--- src/rtl/dmem_port_arbiter.sv ---
// rtl/dmem_port_arbiter.sv - serializes the two issue slots onto the single data-SRAM port
module dmem_port_arbiter (
  input  logic        clk,
  input  logic        rst,
  input  logic        flush,
  input  logic        stall_other,
  input  logic        req_en_i1,
  input  logic        req_en_i2,
  input  logic        req_wen_i1,
  input  logic        req_wen_i2,
  input  logic [3:0]  req_sel_i1,
  input  logic [3:0]  req_sel_i2,
  input  logic [31:0] req_addr_i1,
  input  logic [31:0] req_addr_i2,
  input  logic [31:0] req_wdata_i1,
  input  logic [31:0] req_wdata_i2,
  input  logic        except_i1,
  input  logic        except_i2,
  output logic        data_sram_en,
  output logic [3:0]  data_sram_wen,
  output logic [31:0] data_sram_addr,
  output logic [31:0] data_sram_wdata,
  input  logic [31:0] data_sram_rdata,
  output logic        stallreq_mem,
  output logic [31:0] rdata_i1,
  output logic [31:0] rdata_i2
);

  typedef enum logic {IDLE, SECOND} state_t;

  state_t      state;
  logic        cap_pending;
  logic        split_r;
  logic [31:0] hold_r;

  logic eff1, eff2;
  logic issue1, issue2;

  // An exception on the older slot also kills the younger slot's access.
  assign eff1 = req_en_i1 & ~except_i1;
  assign eff2 = req_en_i2 & ~except_i2 & ~except_i1;

  always_comb begin
    issue1       = 1'b0;
    issue2       = 1'b0;
    stallreq_mem = 1'b0;
    case (state)
      IDLE: begin
        if (eff1 && eff2) begin
          stallreq_mem = 1'b1;
          issue1       = ~stall_other & ~flush;
        end else if (eff1) begin
          issue1 = ~stall_other & ~flush;
        end else if (eff2) begin
          issue2 = ~stall_other & ~flush;
        end
      end
      SECOND: begin
        stallreq_mem = stall_other;
        issue2       = ~stall_other & ~flush;
      end
      default: begin
        stallreq_mem = 1'b0;
      end
    endcase
  end

  always_comb begin
    data_sram_en    = 1'b0;
    data_sram_wen   = 4'b0;
    data_sram_addr  = 32'b0;
    data_sram_wdata = 32'b0;
    if (issue1) begin
      data_sram_en    = 1'b1;
      data_sram_wen   = req_wen_i1 ? req_sel_i1 : 4'b0;
      data_sram_addr  = req_addr_i1;
      data_sram_wdata = req_wdata_i1;
    end else if (issue2) begin
      data_sram_en    = 1'b1;
      data_sram_wen   = req_wen_i2 ? req_sel_i2 : 4'b0;
      data_sram_addr  = req_addr_i2;
      data_sram_wdata = req_wdata_i2;
    end
  end

  always_ff @(posedge clk) begin
    if (rst || flush) begin
      state       <= IDLE;
      cap_pending <= 1'b0;
      split_r     <= 1'b0;
      hold_r      <= 32'b0;
    end else begin
      case (state)
        IDLE: begin
          if (issue1 || issue2) split_r <= 1'b0;
          if (issue1 && eff2) begin
            state       <= SECOND;
            cap_pending <= 1'b1;
          end
        end
        SECOND: begin
          // Slot1 read data is only on the bus during the first SECOND cycle.
          if (cap_pending) begin
            hold_r      <= data_sram_rdata;
            cap_pending <= 1'b0;
          end
          if (issue2) begin
            split_r <= 1'b1;
            state   <= IDLE;
          end
        end
        default: state <= IDLE;
      endcase
    end
  end

  assign rdata_i1 = split_r ? hold_r : data_sram_rdata;
  assign rdata_i2 = data_sram_rdata;

endmodule

--- config.mk ---
export PLATFORM = sky130hd
export DESIGN_NAME = dmem_port_arbiter
export DESIGN_NICKNAME = d
export VERILOG_FILES = /design/src/rtl/dmem_port_arbiter.sv
export SDC_FILE = /design/constraint.sdc
export NUM_CORES = 1
export LEC_CHECK = 0
export CORE_AREA = 2 2 123 125
export CTS_BUF_LIST = sky130_fd_sc_hd__clkbuf_16
export DETAILED_ROUTE_END_ITERATION = 10
export DIE_AREA = 0 0 125 127
export SYNTH_ARGS = -nofsm -noshare
export SYNTH_HDL_FRONTEND = slang
export SYNTH_SLANG_ARGS = --single-unit
--- constraint.sdc ---
create_clock -name clk -period 3 [get_ports clk]
set_input_delay 0.9 -clock clk [delete_from_list [all_inputs] [get_ports clk]]
set_output_delay 0.9 -clock clk [all_outputs]
set_load 0.01 [all_outputs]
==> results of run 1 <==
-- how the worst max path moves through the flow --
stage                    from                   to  slack (ps)
floorplan           except_i1   data_sram_addr[11]           7
global placement    except_i1  data_sram_wdata[26]       -1020
detailed placement  except_i1  data_sram_wdata[26]       -1030
CTS                 except_i1  data_sram_wdata[26]        -270
global route        except_i1   data_sram_addr[24]        -330
finish              except_i1   data_sram_addr[24]        -290
-- cell usage in the layout (no fill, tap or decap), types with 5 or more instances in the layout --
cell / Yosys / routed
clkbuf_16: 0 / 6
a22o_1: 64 / 63
buf_4: 36 / 50
diode_2: 0 / 10
mux2_2: 32 / 32
nand2_1: 67 / 67
clkdlybuf4s50_1: 0 / 217
buf_16: 0 / 9
and2_1: 5 / 5
a21oi_1: 34 / 34
buf_6: 1 / 21
buf_12: 0 / 9
dfxtp_1: 35 / 34
buf_2: 7 / 56
dlygate4sd2_1: 0 / 9
dlymetal6s2s_1: 0 / 10
-- power groups by stage --
stage	registers [mW]	logic [mW]	clock network, mW
3_3_place_gp	0.475	0.549	0
5_1_grt	0.465	0.583	0.545
2_1_floorplan	0.475	0.136	0
3_5_place_dp	0.475	0.547	0
4_1_cts	0.465	0.551	0.521
6_report	0.465	0.551	0.497
-- layer usage --
layer | track usage | up-vias | routed length [um]
li1 | - | 1811 | -
met1 | 0.232 | 1809 | 6740
met2 | 0.358 | 202 | 9050
met3 | 0.0490 | 18 | 1150
met4 | 0.108 | 0 | 390
met5 | 0 | - | 0
-- through the flow --
stage / TNS [ps] / cells
finish: -16400 / 843
global route: -19130 / 843
CTS: -15490 / 828
detailed placement: -68200 / 800
global placement: -66830 / 800
floorplan: 0 / 320
-- worst register-to-register path: stages (launching register included) --
cell and delay, ps:
dfxtp_1 510, and2_1 260, buf_4 340, nand2_1 120
a21oi_1 120
-- final cells by class --
class	instances	area share
Timing Repair Buffer	384	0.584
Multi-Input combinational cell	221	0.244
Sequential cell	35	0.109
Tap cell	184	0.0359
Clock buffer	5	0.0195
Antenna cell	10	0.00390
Clock inverter	3	0.00254
Inverter	1	0.000585
-- registers in the layout, summed over array words and instances (netlist names) --
signal and cells:
hold_r 32, split_r 1, cap_pending 1, state 1
-- cells by family (layout without fill, tap and decap cells) --
| group | count (synthesis) | count (layout) |
|---|---|---|
| simple gates | 81 | 81 |
| compound gates | 108 | 108 |
| flops | 35 | 35 |
| mux | 32 | 32 |
| other cells | 0 | 10 |
| buf+inv | 64 | 393 |
-- what timing repair did --
item,in CTS,in global routing
pin swaps,35,17
setup endpoints to repair,78,79
hold endpoints to repair,0,0
setup buffers,11,4
hold buffers,0,0
cloned,9,1
resized for setup,334,29
==> results.cfg, run 1 <==
[place]
dp_hpwl_um = 13500
gp_congestion = 0.963
place_ws_ps = -1030
place_area_um2 = 6010
portBuffers = 311

[yosys]
synth_edf_count = 0
ys_ff_latch = 35
synth.area.mux_share = 0.136
ys_warn_count = 0
synth_flop_cell = dfxtp_1
seq_area_frac_synth = 0.265
synthCells = 320
synth_top_family_by_area = compound AO/OA/AOI/OAI gates
syn_area_um2 = 2640
synthAdderAreaFrac = 0
synth.avg_cell_area_um2 = 8.26
synthSimpleGateAreaFrac = 0.138
synth_top_cell_by_area = dfxtp_1
yosys.area.top_type_share = 0.265
yosys-top-cells-count = nand2_1, a22o_1, buf_4
synth_compound_area_frac = 0.313
synth.most_common_cell = nand2_1
yosys.area_share.xor_xnor = 0
ys_async_sr_fraction = 0
netlist_top_cells_area = dfxtp_1, a22o_1, mux2_2, buf_4, nand2_1
synthDistinctLibCells = 25
postSynthNetCount = 498

[hold_path]
hold_class = reg -> reg
hold_depth = 2
hold_path_end = hold_r[31]
hp-start = hold_r[31]

[power_and_ir_drop]
ir_worst_vdd_v = 0.000214
switching_share = 0.245
power.density_nw_per_um2 = 236
total_power_mw = 1.51
comb_power_share = 0.364
p_clk_frac = 0.328
intPower_mw = 1.14
p_seq_frac = 0.307
switchingPower_uw = 370
leakagePower_nw = 2.72

[outcome]
violations = setup timing
status = finished with violations

[grt]
antenna_found_initial = 10
grt_pass1_wl_um = 24600
grt_overflow = 0
grt_max_degree = 34
first_global_vias = 3916
grt_usage = 0.205

[cts]
cts.sinks = 35
cts-htree-levels = 2
cts-root-buf = clkbuf_16
clkLatencyLatePin_ps = 280
clock_path_buffers = 2
cts-buffers-inserted = 5
clk_pin_slew_ps = 60
cts_tree = built

[sta]
slew_headroom = 0.548
timing.hold.ws_ps = 454
drv_slew = 0
final.min_clock_period_ps = 3290
fin_skew_ps = 8.64
grt_setup_unrepaired = true
worst_pin_slew_ps = 678
fin_ws_ps = -289
finalSetupViolCount = 68
finalHoldViolations = 0
min_period_over_period = 1.10
fmaxAchievable_mhz = 304

[detailed_routing]
drtPass1Iterations = 5
remaining_drc_errors = 0
routed_wl_um = 17300
post_drt_wl_per_cell_um = 20.6
avgViaCountPerCell = 4.56
drt_iter0_drc = 157
num_vias = 3840
drtAntennaViolNets = 0

[finish]
fillers = 1428
fin_nets = 826
seqCellArea_um2 = 702
area_growth_pct = 143
final_util = 0.445
drive_above_1_share = 0.299
multi_input_area_um2 = 1570
design_area_um2 = 6410

[critical_path]
cp_common_cell = buf_12
r2r_start = state
crit_family = buffers and inverters
critPathArrivalTime_ps = 2390
r2r_setup_slack_ps = 1580
cp.depth = 8
start_kind = primary input
r2r_end = hold_r[19]
cp-end-kind = output port
r2r_cells = 4
path_cells = buf_6 > or4b_4 > a21oi_4 > buf_12 > buf_12 > clkbuf_16 > a22o_1 > buf_2
critical_path_buf_inv_count = 5
crit_fanout = 7
worstPathRequired_ps = 2100
crit_type = in -> out
crit_slowest_cell = or4b_4
max_stage_delay_ps = 540

[die]
dieHeight_um = 127
start_util = 0.183
core_um2 = 14400
io_pins = 312
die_x_um = 125
rows = 44
die_area_um2 = 15900

[flow_run]
cap_violations = 0
(Power assumes the default switching activity.)
==> inputs of run 2 (changes only) <==
Settings changed: GPL_TIMING_DRIVEN set to 1, SLEW_MARGIN set to 20.
==> results of run 2 <==
No change in the layout: final DEF, timing and power equal those of run 1.
==> inputs of run 3 (changes only) <==
Settings changed: SETUP_SLACK_MARGIN set to 0.15.
==> results.cfg, run 3 (synthesis results as in run 1) <==
[outcome]
status = finished with violations
violations = setup timing

[detailed_routing]
remaining_drc_errors = 0
drtAntennaViolNets = 0
post_drt_wl_per_cell_um = 19.2
num_vias = 3848
drtPass1Iterations = 4
avgViaCountPerCell = 4.51
routed_wl_um = 16400
drt_iter0_drc = 145

[sta]
fin_ws_ps = -442
finalSetupViolCount = 68
timing.hold.ws_ps = 450
final.min_clock_period_ps = 3440
fmaxAchievable_mhz = 291
worst_pin_slew_ps = 678
drv_slew = 0
slew_headroom = 0.548
fin_skew_ps = 5.21
min_period_over_period = 1.15
finalHoldViolations = 0
grt_setup_unrepaired = true

[die]
dieHeight_um = 127
start_util = 0.183
io_pins = 312
rows = 44
die_x_um = 125
core_um2 = 14400
die_area_um2 = 15900

[finish]
area_growth_pct = 145
final_cells = 853
layout_common_cells = clkdlybuf4s50_1, buf_4, nand2_1
largest_reg_flops = 32
final_util = 0.449
fillers = 1406
fin_nets = 845
largest_register = hold_r
drive_above_1_share = 0.325
final_common_cell = clkdlybuf4s50_1
design_area_um2 = 6480

[place]
place_area_um2 = 6080
gp_congestion = 0.943
placed_cells = 807
dp_hpwl_um = 12600
portBuffers = 311

[hold_path]
hold_class = reg -> reg

[flow_run]
cap_violations = 0

[critical_path]
path_cells = buf_6 > or4b_4 > a21oi_4 > buf_12 > buf_8 > buf_6 > buf_12 > buf_16 > a22o_1 > buf_2
critical_path_buf_inv_count = 7
max_stage_delay_ps = 540
crit_fanout = 6
crit_family = buffers and inverters
start_kind = primary input
critPathArrivalTime_ps = 2540
cp-end-kind = output port
crit_type = in -> out
worstPathRequired_ps = 2100
crit_slowest_cell = or4b_4

[cts]
cts-htree-levels = 2
clock_path_buffers = 2
cts_tree = built
clkLatencyLatePin_ps = 280
hold_buffers = 0
cts-root-buf = clkbuf_16
cts-buffers-inserted = 5
cts.sinks = 35
clk_pin_slew_ps = 60

[grt]
grt_overflow = 0
first_global_vias = 4088
grt_max_degree = 34
grt_pass1_wl_um = 24200
grt_usage = 0.196
antenna_found_initial = 1

[power_and_ir_drop]
leakagePower_nw = 2.82
power.density_nw_per_um2 = 231
ir_worst_vdd_v = 0.000200
-- run 3: cell types whose count changed in the layout (fill, tap and decap cells not counted), moves of 2 or more --
cell,before,now
buf_2,56,51
buf_4,50,67
clkdlybuf4s50_1,217,171
buf_8,1,4
a32o_2,2,4
dlymetal6s2s_1,10,0
diode_2,10,1
a32o_1,2,0
buf_6,21,26
dlygate4sd2_1,9,65
-- run 3: cell type report --
type | count | area (um2) | share of cell area
Antenna cell | 1 | 2.50 | 0.000386
Clock buffer | 5 | 125 | 0.0193
Clock inverter | 3 | 16.3 | 0.00251
Inverter | 1 | 3.75 | 0.000580
Multi-Input combinational cell | 221 | 1560 | 0.241
Sequential cell | 35 | 702 | 0.108
Tap cell | 184 | 230 | 0.0355
Timing Repair Buffer | 403 | 3830 | 0.592
-- run 3: final timing paths --
kind | cells past startpoint | to | startpoint | slack [ps]
worst min-delay path | 2 | hold_r[29] | hold_r[29] | 450
worst max-delay path | 10 | data_sram_addr[3] | except_i2 | -440
worst max register to register | 5 | hold_r[13] | state | 1530
worst min register to register | 2 | hold_r[29] | hold_r[29] | 450
-- run 3: per-layer routing --
metal  share of wire  up-vias  global-route usage
met3           0.078       36              0.0590
met4           0.046        0              0.0948
li1                -     1827                   -
met5               0        -                   0
met2            0.51      202               0.361
met1            0.36     1783               0.204
-- run 3: repair_timing --
action / CTS / global route
endpoints found under the setup margin: 134 / 68
buffers inserted: 21 / 6
pin swaps: 40 / 18
resized for setup: 400 / 11
gates cloned: 10 / 1
-- run 3: where the power goes --
group	internal, mW	total, mW	leakage, nW	switching [mW]
clock	0.303	0.503	0.0710	0.200
combinational	0.357	0.526	2.47	0.169
sequential	0.465	0.465	0.282	0.000123
-- run 3: through the flow --
stage,setup WS [ps],total power [mW],TNS [ps]
floorplan,57.6,0.614,0
global placement,-974,1.02,-64320
detailed placement,-1020,1.02,-67780
CTS,-448,1.51,-24160
global route,-505,1.57,-26850
finish,-442,1.49,-23700
-- run 3: worst min-delay path, cell delays in order (launching register included) --
cell and delay [ps]:
dfxtp_1 300, nand2_1 50, a21oi_1 50
